--- src/rtl/enc_output_packer.sv ---
`default_nettype none
// ============================================================================
//  Module      : enc_output_packer
//  Description : Captures the xk / zk / zk' serial streams of one turbo-code
//                block (K bits plus tail), packs each stream MSB-first into
//                WORD_W-bit words and writes the three lanes to the output
//                FIFO together. FIFO backpressure drops the word and raises a
//                sticky overflow flag; the encoder is never stalled.
//  Revision    : 1.0 - initial release
// ============================================================================
module enc_output_packer #(
    parameter int K_SMALL  = 1056,
    parameter int K_LARGE  = 6144,
    parameter int TAIL_LEN = 4,
    parameter int WORD_W   = 8
) (
    input  logic              clock,
    input  logic              reset,
    input  logic              blk_start,
    input  logic              blk_size,
    input  logic              bit_valid,
    input  logic              xk_in,
    input  logic              zk_in,
    input  logic              zkp_in,
    input  logic              out_fifo_full,
    output logic              out_wreq,
    output logic [WORD_W-1:0] out_xk,
    output logic [WORD_W-1:0] out_zk,
    output logic [WORD_W-1:0] out_zkp,
    output logic              busy,
    output logic              blk_done,
    output logic              blk_aborted,
    output logic              overflow,
    output logic [12:0]       bit_count
);

    localparam int          c_FILL_W  = $clog2(WORD_W);
    localparam logic [12:0] c_N_SMALL = 13'(K_SMALL + TAIL_LEN);
    localparam logic [12:0] c_N_LARGE = 13'(K_LARGE + TAIL_LEN);

    typedef enum logic [1:0] {
        S_IDLE    = 2'd0,
        S_COLLECT = 2'd1,
        S_FLUSH   = 2'd2,
        S_DONE    = 2'd3
    } state_t;

    state_t              r_state;
    state_t              w_state_nxt;

    logic [12:0]         r_n;
    logic [12:0]         r_bit_count;
    logic [WORD_W-1:0]   r_sh_xk;
    logic [WORD_W-1:0]   r_sh_zk;
    logic [WORD_W-1:0]   r_sh_zkp;
    logic [WORD_W-1:0]   r_out_xk;
    logic [WORD_W-1:0]   r_out_zk;
    logic [WORD_W-1:0]   r_out_zkp;
    logic                r_wpend;
    logic                r_blk_done;
    logic                r_blk_aborted;
    logic                r_overflow;

    logic                w_accept;
    logic                w_last;
    logic                w_word_done;
    logic                w_partial;
    logic [c_FILL_W-1:0] w_fill;
    logic [c_FILL_W:0]   w_shamt;
    logic [12:0]         w_count_inc;

    // Bits already held in the current word; a block always starts word-aligned.
    assign w_fill      = r_bit_count[c_FILL_W-1:0];
    // A bit arriving with blk_start belongs to no block and is ignored.
    assign w_accept    = (r_state == S_COLLECT) && bit_valid && !blk_start;
    assign w_count_inc = r_bit_count + 13'd1;
    assign w_last      = w_accept && (w_count_inc == r_n);
    assign w_word_done = w_accept && (w_fill == c_FILL_W'(WORD_W - 1));
    // Final partial word, left-justified so the valid bits sit in the MSBs.
    assign w_partial   = (r_state == S_FLUSH) && !blk_start && (w_fill != '0);
    assign w_shamt     = (c_FILL_W + 1)'(WORD_W) - {1'b0, w_fill};

    // The write strobe is qualified by the FIFO state in the write cycle itself.
    assign out_wreq    = r_wpend && !out_fifo_full;
    assign out_xk      = r_out_xk;
    assign out_zk      = r_out_zk;
    assign out_zkp     = r_out_zkp;
    assign busy        = (r_state != S_IDLE);
    assign blk_done    = r_blk_done;
    assign blk_aborted = r_blk_aborted;
    assign overflow    = r_overflow;
    assign bit_count   = r_bit_count;

    // State register.
    always_ff @(posedge clock or posedge reset) begin
        if (reset) begin
            r_state <= S_IDLE;
        end else begin
            r_state <= w_state_nxt;
        end
    end

    // Next-state logic; blk_start always (re)starts collection.
    always_comb begin
        w_state_nxt = r_state;
        if (blk_start) begin
            w_state_nxt = S_COLLECT;
        end else begin
            case (r_state)
                S_IDLE:    w_state_nxt = S_IDLE;
                S_COLLECT: if (w_last) w_state_nxt = S_FLUSH;
                S_FLUSH:   w_state_nxt = S_DONE;
                S_DONE:    w_state_nxt = S_IDLE;
                default:   w_state_nxt = S_IDLE;
            endcase
        end
    end

    // Bit collection, word packing, write request and status flags.
    always_ff @(posedge clock or posedge reset) begin
        if (reset) begin
            r_n           <= '0;
            r_bit_count   <= '0;
            r_sh_xk       <= '0;
            r_sh_zk       <= '0;
            r_sh_zkp      <= '0;
            r_out_xk      <= '0;
            r_out_zk      <= '0;
            r_out_zkp     <= '0;
            r_wpend       <= 1'b0;
            r_blk_done    <= 1'b0;
            r_blk_aborted <= 1'b0;
            r_overflow    <= 1'b0;
        end else begin
            r_wpend       <= 1'b0;
            r_blk_done    <= 1'b0;
            r_blk_aborted <= 1'b0;

            if (blk_start) begin
                // New block: any unfinished block and its partial word are discarded.
                r_n           <= blk_size ? c_N_LARGE : c_N_SMALL;
                r_bit_count   <= '0;
                r_sh_xk       <= '0;
                r_sh_zk       <= '0;
                r_sh_zkp      <= '0;
                r_blk_aborted <= (r_state != S_IDLE);
                r_overflow    <= 1'b0;
            end else begin
                if (w_accept) begin
                    r_bit_count <= w_count_inc;
                    r_sh_xk     <= {r_sh_xk[WORD_W-2:0], xk_in};
                    r_sh_zk     <= {r_sh_zk[WORD_W-2:0], zk_in};
                    r_sh_zkp    <= {r_sh_zkp[WORD_W-2:0], zkp_in};
                    if (w_word_done) begin
                        r_out_xk  <= {r_sh_xk[WORD_W-2:0], xk_in};
                        r_out_zk  <= {r_sh_zk[WORD_W-2:0], zk_in};
                        r_out_zkp <= {r_sh_zkp[WORD_W-2:0], zkp_in};
                        r_wpend   <= 1'b1;
                    end
                end
                if (w_partial) begin
                    r_out_xk  <= r_sh_xk << w_shamt;
                    r_out_zk  <= r_sh_zk << w_shamt;
                    r_out_zkp <= r_sh_zkp << w_shamt;
                    r_wpend   <= 1'b1;
                end
                if (r_state == S_DONE) begin
                    r_blk_done <= 1'b1;
                end
            end

            // A word refused by the FIFO is lost; remember that it happened.
            if (r_wpend && out_fifo_full) begin
                r_overflow <= 1'b1;
            end
        end
    end

endmodule
`default_nettype wire
--- config.mk ---
export PLATFORM = sky130hd
export DESIGN_NAME = enc_output_packer
export DESIGN_NICKNAME = d
export VERILOG_FILES = /design/src/rtl/enc_output_packer.sv
export SDC_FILE = /design/constraint.sdc
export NUM_CORES = 1
export LEC_CHECK = 0
export ABC_CLOCK_PERIOD_IN_PS = 4300
export CORE_UTILIZATION = 55
export CTS_CLUSTER_SIZE = 14
export DETAILED_ROUTE_END_ITERATION = 10
export GPL_TIMING_DRIVEN = 0
export PLACE_DENSITY = 0.84
export SLEW_MARGIN = 20
export SYNTH_ARGS = -nofsm -noshare
export SYNTH_HDL_FRONTEND = slang
export SYNTH_SLANG_ARGS = --single-unit
--- constraint.sdc ---
create_clock -name clock -period 4.3 [get_ports clock]
set_input_delay 0.86 -clock clock [delete_from_list [all_inputs] [get_ports clock]]
set_output_delay 0.86 -clock clock [all_outputs]
set_load 0.02 [all_outputs]
Word level (Yosys, flattened, before mapping)
Cells that the tools add are included.
{ "op_classes": {"mux": 30, "n_eq_ne": 6, "n_reduce_logical": 19, "n_bitwise": 1, "shifts": 3, "addsub": 2} }
{ "op_table": {"columns": ["op", "count"], "rows": [
  ["$mux 8", 15],
  ["$mux 13", 3],
  ["$shl 8x4->8", 3],
  ["$add 13x1->13 const B", 1],
  ["$eq 13x13->1", 1],
  ["$reduce_bool 2->1", 5],
  ["$mux 1", 9],
  ["$logic_and 1x1->1", 8],
  ["$pmux 2 s3", 1],
  ["$eq 2x2->1 const B", 2],
  ["$mux 2", 2],
  ["$sub 4x3->4 const A", 1],
  ["$eq 3x3->1 const B", 1],
  ["$ne 3x3->1 const B", 1],
  ["$reduce_and 3->1", 1],
  ["$reduce_bool 3->1", 1],
  ["$eq 2x1->1 const B", 1],
  ["$logic_not 1->1", 2],
  ["$logic_not 2->1", 1],
  ["$reduce_or 2->1", 1],
  ["$not 1->1", 1]
]} }
{ "word_totals": {"out_inout_bits": 42, "reg_bits": 80, "inputBits": 9} }

Depth between registers and ports, before layout
{ "depth": {"depth_word": 8, "mapped_depth": 13, "mapped_depth_nobuf": 9} }

Worst setup path before layout
OpenSTA, ideal clock, no wires.
{ "synth_path": {"path_type": "flip-flop to flip-flop", "start": "register r_bit_count[0], in the netlist bit_count[0]", "end": "register r_out_xk[4], in the netlist out_xk[4]", "arrival_ns": 2.795, "path_stages_with_launch": 12, "period_less_slack_ns": 2.932, "n_path_buf": 5, "path_slack_ns": 1.368, "setup_time_ns": 0.137, "t_required_ns": 4.163, "path_cell_list": "dfrtp_1 -> buf_2 -> inv_1 -> buf_1 -> ha_1 -> clkbuf_1 -> buf_2 -> buf_2 -> mux2i_1 -> mux2i_1 -> a222oi_1 -> a21oi_1"} }
{ "synth_between": {"elab_chain_len": 4, "elab_cells_between_ends": 10} }
{ "synth_lines": {"columns": ["element", "line_no", "source"], "rows": [
  ["start, declared", "52", "logic [12:0] r_bit_count;"],
  ["start signal, assigned", "150", "r_bit_count <= w_count_inc;"],
  ["branches (longest 4 deep; another with $sub 4x3->4)", null, null],
  ["end signal, assigned", "155", "r_out_xk <= {r_sh_xk[WORD_W-2:0], xk_in};"],
  ["end signal, assigned", "162", "r_out_xk <= r_sh_xk << w_shamt;"],
  ["end, declared", "56", "logic [WORD_W-1:0] r_out_xk;"]
]} }
Parallel ways; which one is timed is not known.
A chain may end at the register's enable or synchronous reset.

Final worst setup path
Ends and elaborated chain as after synthesis.

==> out/metrics.yaml <==
slew_headroom_pct: 53.3
first_pass_iters: 6
critPathLaunch: "bit_count[0]"
synth.distinct_cells: 52
nFillCells: 566
timing.final.ws_setup_ns: 0.710
drv_slew: 0
grt_pass1_wl_mm: 16.9
postCtsSetupRepairBufs: 0
worstSkewPairLatency_ns: 0.35
synth_nets: 473
max_freq_mhz: 279
synth_commonest_cells: "nand2_1 (81), dfrtp_1 (70), a21oi_1 (49), nor2_1 (40), o21ai_0 (31)"
syn_area_per_cell_um2: 8.80
end_kind: "flop"
post_cts_resized: 0
cts_tree: "done"
io_buffers: 49
layout.nets: 534
area_delta_synth_final_pct: 19.7
startpoint_type: "flop"
cts_root_buf: "clkbuf_8"
fin_util_pct: 69.3
tns_ns: 0
dp_hpwl_mm: 7.46
coreArea_um2: 6910
clkSinkCount: 70
rsz0062_at_grt: "no"
netlist_instances: 454
p_per_area_nw_per_um2: 459
rows: 30
multi_input_area_um2: 2040
holdWs_ns: 0.495
cp.arrival_ns: 3.80
gr-total-overflow: 0
post-synth-top-count-cell: "nand2_1"
start_util_pct: 57.8
synth-main-ff-cell: "dfrtp_1"
die_h_um: 87.2
finalCritPeriodShare_pct: 83.5
crit_required_ns: 4.52
yosysWarnings: 0
cts_hold_buf: 0
cts.reportedPaths.clkPinSlew_ns: 0.07
yosys.area.top_type: "dfrtp_1"
hp-class: "reg -> reg"
die_w_um: 87.2
async_reset_ff_share_pct: 100
grt_max_degree: 42
layout.area.seq_um2: 1750
grt_pass1_vias: 3350
synth.area.top_cells: "dfrtp_1 (44%), nand2_1 (7.6%), a21oi_1 (6.1%), mux2i_1 (4.5%), o21ai_0 (3.9%)"
final_layout_size_suffix_gt1_share_pct: 8.30
place_ws_ns: 0.817
synth_edf_count: 0
seq_area_frac_synth_pct: 43.8
period_minus_slack_ns: 3.59
finalHoldViolations: 0
ant_nets: 0
vias: 3666
track_usage_pct: 29.4
crit_path_max_fanout: 10
remaining_drc_errors: 0
worst_slew_pin_slew_ns: 0.693
synthDominantCellAreaShare_pct: 43.8
cts_buffers: 9
wl_mm: 10.3
peakVddDrop_mv: 0.196
gp_congestion: 0.897
max_cap_viol_count: 0
antenna_found_initial: 0
diodes: 0
rr_startpoint: "bit_count[0]"
finalSetupViolations: 0
htreeDepth: 3
finalClockSkew_ns: 0.00489
run_status: "finished, final reports clean"
die_area_um2: 7610
syn_area_um2: 4000
reg2reg_slack_ns: 0.71
cts_buffer_depth: 2
io_pins: 51
critPathKind: "reg -> reg"
hp-start: "out_zkp[7]"
leakage_nw: 2.00
wire_per_inst_um: 16.8
synth_seq_cells: 70
dr.first_iter.drc_count: 349
viasPerCell: 5.97
## worst paths after layout
check                      cells past startpoint           end
setup reg to reg                              11     out_xk[4]
max in group asynchronous                      3  bit_count[7]
min in group asynchronous                      2    out_zkp[6]
hold / removal                                 1    out_zkp[7]
hold reg to reg                                1    out_zkp[7]
setup / recovery                              11     out_xk[4]
## per-layer routing
metal / vias to the layer above / global-route usage, % / routed length [µm]
met2: 187 / 46.0 / 4620
met1: 1743 / 41.4 / 4670
met4: 0 / 9.09 / 191
met3: 27 / 5.78 / 817
li1: 1709 / - / -
met5: - / 0 / 0
## critical path, cell delays in order, from the launching register on
cell	delay, ns
dfrtp_1	0.43
buf_2	0.20
inv_1	0.19
buf_1	0.44
ha_1	0.22
clkbuf_1	0.31
buf_2	0.40
buf_2	0.35
mux2i_1	0.26
mux2i_1	0.10
a222oi_1	0.43
a21oi_1	0.12
## flip-flops by register name, summed over array words and instances, names as in the netlist
signal,cells
bit_count,13
out_xk,8
out_zk,8
out_zkp,8
r_sh_xk,8
r_sh_zk,8
r_sh_zkp,8
r_n,3
r_state,2
blk_aborted,1
blk_done,1
overflow,1
r_wpend,1
## cells by family after synthesis
family / Yosys count / share of synthesized area (%)
xor+xnor: 15 / 3.29
mux: 28 / 7.89
buf+inv: 47 / 5.20
simple gates: 166 / 18.9
compound gates: 118 / 17.7
flops: 70 / 43.8
fa+ha+maj: 10 / 3.13
## cells in the final DEF, fill, tap and decap left out, types with 10 or more instances in the layout
cell and count:
clkbuf_1 21, mux2i_1 18, o21ai_0 31, ha_1 10
clkbuf_8 10, dfrtp_1 70, a21oi_1 49, nor2_1 40
clkdlybuf4s50_1 49, nand2_1 81, buf_2 13
## report_power, final
group | switching, W | leakage, nW | internal (W)
logic | 0.000512 | 0.974 | 0.000372
clock network | 0.000238 | 0.0821 | 0.000217
registers | 0.0000851 | 0.942 | 0.000773
## final cells by class
type / count / area share, %
plain buffers: 37 / 3.56
clock buffers: 12 / 3.03
clock inverters: 2 / 0.209
inverters: 10 / 0.837
multi-input cells: 337 / 42.6
flip-flops and latches: 70 / 36.6
well taps: 96 / 2.51
repair buffers: 50 / 10.7
## through the flow
stage | instances | power (W) | cell area [µm²]
2_1_floorplan | 454 | 0.00139 | 4000
3_3_place_gp | 599 | 0.00172 | 4610
3_5_place_dp | 600 | 0.00175 | 4630
4_1_cts | 614 | 0.00219 | 4780
5_1_grt | 614 | 0.00231 | 4780
6_report | 614 | 0.00220 | 4780
No activity file was read; power rests on OpenSTA's default activity.
==> RTL edit 1, RTL diff (config.mk and constraints unchanged) <==
Set the parameter `K_LARGE` to 4608 (it was 6144).
--- a/src/rtl/enc_output_packer.sv
+++ b/src/rtl/enc_output_packer.sv
@@ -10,7 +10,7 @@
 // ============================================================================
 module enc_output_packer #(
     parameter int K_SMALL  = 1056,
-    parameter int K_LARGE  = 6144,
+    parameter int K_LARGE  = 4608,
     parameter int TAIL_LEN = 4,
     parameter int WORD_W   = 8
 ) (
Behaviour: same outputs for any inputs over 10 cycles, from zero or initial values and one cycle with reset high; that may be too few to reach the edited logic, so the function may still have changed.
==> RTL edit 1 against the original RTL <==
- fmax rose by 14%
- synthesized area shrank 1.5%
- total power is 5.7% higher
- sequential cell count stayed put
- core utilization rose by 0.71 points
- wire length shrank 2.3%
- count of clock-buffer cells in the layout down 3
- hold slack worse by 0.0062 ns
- cell count decreased by 1.1%
- combinational power about the same
- clock power up 29%
- first-iteration DRC count shrank 18%
- setup slack gained 0.43 ns
- design area up 0.47%
- highest routed layer unchanged
==> RTL edit 1: results (changes against the original RTL) <==
* Outcome: finished, final reports clean
* WL met3 at 776 µm (-5.0%)
* Detailed-placement wirelength estimate at 7330 µm (-1.8%)
* Routability cong. at 0.926 (+3.2%)
* DRT iter0 DRCs at 285 (-18%)
* VDD IR max at 0.315 mV (+61%)
* # nets final at 525 (-1.7%)
* Post-synth ARST share at 100% (unchanged)
* Leakage at 1.98 nW (-1.1%)
* FF-to-FF setup slack at 1.14 ns (+0.43 ns)
* Inst Count DP at 591 (-1.5%)
* Share of post-route cells with drive strength above 1 at 7.83% (-0.47 points)
* Post-Syn Nets at 463 (-2.1%)
* Worst path max stage delay at 0.90 ns (+0.46 ns)
* Total Wirelength at 10100 µm (-2.3%)
* Met1 Use GR at 39.5% (-1.9 points)
* Post-Syn Instances at 444 (-2.2%)
* Gr usage total at 28.9% (-0.50 points)
* Area after DPL at 4580 µm² (-0.95%)
* Clock Latency Late Sink at 0.36 ns
* Pre-antenna DRT Iters at 4 (-2)
* Clock net power at 0.589 mW (+29%)
* DR vias/cell at 5.91 (-1.0%)
* Switch Pwr at 0.870 mW (+4.2%)
* WHS at 0.489 ns (-0.00620 ns)
* Met3 Usage GRT at 5.24% (-0.54 points)
* Post-synth cell types at 51 (-1.9%)
* First-pass GRT wire length at 16500 µm (-2.1%)
* WL met2 at 4670 µm (+0.91%)
* Sequential element share of the synthesized area at 44.5% (+0.68 points)
* Post-synth top cells: nand2_1 (76), dfrtp_1 (70), a21oi_1 (51), nor2_1 (41), o21ai_0 (30)
* Largest delay contributor family on the critical path: buffers and inverters
* Avg WL per Cell at 16.6 µm (-1.1%)
* Combinational power share at 38.2% (-2.0 points)
* Num CTS Buffers at 9 (unchanged)
* Maximum clock frequency at 316 MHz (+14%)
* Clk_skew at 0.0119 ns (+0.00696 ns)
* M2 GR Usage at 44.9% (-1.1 points)
* Post-place setup slack at 1.25 ns (+0.433 ns)
* Number of global-route vias before repair at 3378 (+0.84%)
* Highest Signal Layer: met4
* Critical Path AT at 3.44 ns (-0.36 ns)
* Root buf cell: clkbuf_8
* Slew @ Worst Pin at 0.957 ns (+0.263 ns)
* CTS H-tree lvls at 3 (unchanged)
* Internal cell power at 1.45 mW (+6.7%)
* Detailed-routing wirelength on met1 at 4440 µm (-5.1%)
* IO buf count at 50 (+2.0%)
* Post-CTS Resized at 0 (unchanged)
* Clock slew at the register clock pins of the worst setup and hold paths at ~0.08 ns
* Largest net degree at the start of global routing at 57 (+36%)
* Syn. warnings at 0 (unchanged)
* Top post-synthesis cells by area: dfrtp_1 (45%), nand2_1 (7.3%), a21oi_1 (6.5%), mux2i_1 (5.1%), nor2_1 (3.9%)
* Max stage delay cell, worst path: nor4_1
* Worst min path class: reg -> reg
-- RTL edit 1: kinds of logic after synthesis --
group	count (synthesis)	synth area share, %
adders and majority gates	10	3.18
and+or+nand+nor	164	18.8
buffers and inverters	41	4.13
DFF	70	44.5
xor gates and xnor gates	14	3.12
AOI/OAI and AO/OA	116	18.0
muxes	29	8.24
-- RTL edit 1: final timing paths --
kind | from | to | cells past startpoint
worst max-delay path | bit_count[0] | out_xk[1] | 8
worst min-delay path | r_wpend | overflow | 2
worst max register to register | bit_count[0] | out_xk[1] | 8
worst min register to register | r_wpend | overflow | 2
max in group asynchronous | reset | r_n[2] | 3
min in group asynchronous | reset | bit_count[7] | 2
-- RTL edit 1: layout make-up --
cell class | instances | area [µm²]
multi-input cells | 333 | 2020
fillers | 548 | 2060
clock inverters | 7 | 97.6
well taps | 96 | 120
repair buffers | 51 | 528
plain buffers | 30 | 121
inverters | 11 | 43.8
flip-flops and latches | 70 | 1750
clock buffers | 9 | 124
==> RTL edit 2, RTL diff (config.mk and constraints unchanged) <==
Without the edit above. Encoding of `state_t`: now Gray code (2 bits for 4 states).
--- a/src/rtl/enc_output_packer.sv
+++ b/src/rtl/enc_output_packer.sv
@@ -39,10 +39,10 @@
     localparam logic [12:0] c_N_LARGE = 13'(K_LARGE + TAIL_LEN);
 
     typedef enum logic [1:0] {
-        S_IDLE    = 2'd0,
-        S_COLLECT = 2'd1,
-        S_FLUSH   = 2'd2,
-        S_DONE    = 2'd3
+        S_IDLE    = 2'b00,
+        S_COLLECT = 2'b01,
+        S_FLUSH   = 2'b11,
+        S_DONE    = 2'b10
     } state_t;
 
     state_t              r_state;
Function: no difference found for any inputs over 10 cycles, from zero or initial values and one cycle with reset high; not proved beyond that.
==> RTL edit 2 against the original RTL <==
- setup slack improved by 0.37 ns
- first-iteration DRC count fell by 2.9%
- design area fell by 1.0%
- fmax rose by 11%
- synthesized area fell by 2.8%
- wire length fell by 8.5%
- synthesized cell count fell by 9.5%
- sequential cell count did not move
- critical endpoint is now out_zk[7]
- highest routed layer unchanged
Power is not compared: it rests on default switching activity, and its combinational part moved more than twofold at a synthesized area within 25%.
==> RTL edit 2: results (changes against the original RTL) <==
* DRT iter0 DRCs at 339 (-2.9%)
* Worst Min Path Start: r_wpend
* Max stage delay cell, worst path: dfrtp_1
* Sequential element share of the synthesized area at 45.1% (+1.3 points)
* Slew @ Worst Pin at 0.573 ns (-0.120 ns)
* Area after DPL at 4530 µm² (-2.2%)
* Hold endpoint: overflow
* Routability cong. at 0.857 (-4.4%)
* Detailed-placement wirelength estimate at 6820 µm (-8.6%)
* DR vias/cell at 5.93 (-0.71%)
* Hold Path Depth at 2 (+1)
* Post-synth cell types at 49 (-5.8%)
* First-pass GRT wire length at 15600 µm (-7.5%)
* Post-synth top cells: nand2_1 (74), dfrtp_1 (70), a21oi_1 (55), nor2_1 (39), a22oi_1 (21)
* Number of global-route vias before repair at 3145 (-6.1%)
* Pre-antenna DRT Iters at 5 (-1)
* Total Wirelength at 9430 µm (-8.5%)
* Post-CTS Setup Bufs at 0 (unchanged)
* Multiplexer share of the synthesized area at 11.7% (+3.8 points)
* Largest net degree at the start of global routing at 44 (+4.8%)
* Post-Syn Nets at 425 (-10%)
* FF-to-FF setup slack at 1.08 ns (+0.37 ns)
* Post-Syn Instances at 411 (-9.5%)
* Outcome: finished, final reports clean
* Initial antenna violation count at 0 (unchanged)
* R2R depth at 10 (-1)
* # nets final at 487 (-8.8%)
* Met3 Usage GRT at 4.62% (-1.2 points)
* Met1 Use GR at 38.5% (-2.9 points)
* Gr usage total at 27.4% (-2.0 points)
* Compound-gate portion of the synthesized area at 15.5% (-2.3 points)
* Reg-to-reg endpoint: out_zk[7]
* Clk_skew at 0.00893 ns (+0.00404 ns)
* Non-filler cells, final at 574 (-6.5%)
* M2 GR Usage at 42.1% (-3.9 points)
* Synth Area in XOR/XNOR at 2.71% (-0.58 points)
* Synth Area in Adders at 1.61% (-1.5 points)
* WHS at 0.486 ns (-0.00936 ns)
==> RTL edit 2: kinds of logic (layout without fill, tap and decap cells) <==
logic type      Yosys count  in the layout
xor+xnor                 12             12
compound gates          101            101
buf+inv                  37            104
flops                    70             70
simple gates            157            157
mux                      29             29
fa+ha+maj                 5              5
==> RTL edit 2: worst max-delay path by stage <==
| stage | slack, ns | end | from | depth (start not counted) |
|---|---|---|---|---|
| 2_1_floorplan | 1.52 | out_xk[6] | bit_count[0] | 10 |
| 3_3_place_gp | 0.59 | r_sh_zk[4] | reset | 2 |
| 3_5_place_dp | 1.12 | out_zk[7] | bit_count[0] | 10 |
| 4_1_cts | 1.10 | out_zk[7] | bit_count[0] | 10 |
| 5_1_grt | 0.89 | out_xk[6] | bit_count[0] | 10 |
| 6_report | 1.08 | out_zk[7] | bit_count[0] | 10 |
==> RTL edit 2: area by class of cell <==
cell class                      instances  area, µm²
Multi-Input combinational cell        304       1970
Timing Repair Buffer                   51        520
Sequential cell                        70       1750
Clock inverter                          5       57.6
Buffer                                 31        141
Tap cell                               96        120
Fill cell                             530       2060
Clock buffer                           11        151
Inverter                                6       25.0
==> RTL edit 2: metal layers <==
metal,wire length [µm],vias to the layer above,share of wire [%]
li1,-,1588,-
met1,4220,1639,45
met2,4390,160,47
met3,667,16,7.1
met4,156,0,1.7
met5,0,-,0
==> RTL edit 2: worst reg2reg max path: stages (launching register included) <==
cell and delay [ns]:
dfrtp_1 0.44, buf_6 0.20, buf_2 0.32, inv_1 0.17, ha_1 0.30, buf_2 0.24
buf_1 0.43, mux4_2 0.37, mux2_2 0.27, a22oi_1 0.25, a21oi_1 0.11
==> RTL edit 2: report_power, final <==
part	internal [mW]	total, mW	leakage [nW]	switching, mW
sequential	0.666	0.679	0.956	0.0130
combinational	0.0522	0.135	0.822	0.0833
clock	0.299	0.558	0.109	0.258
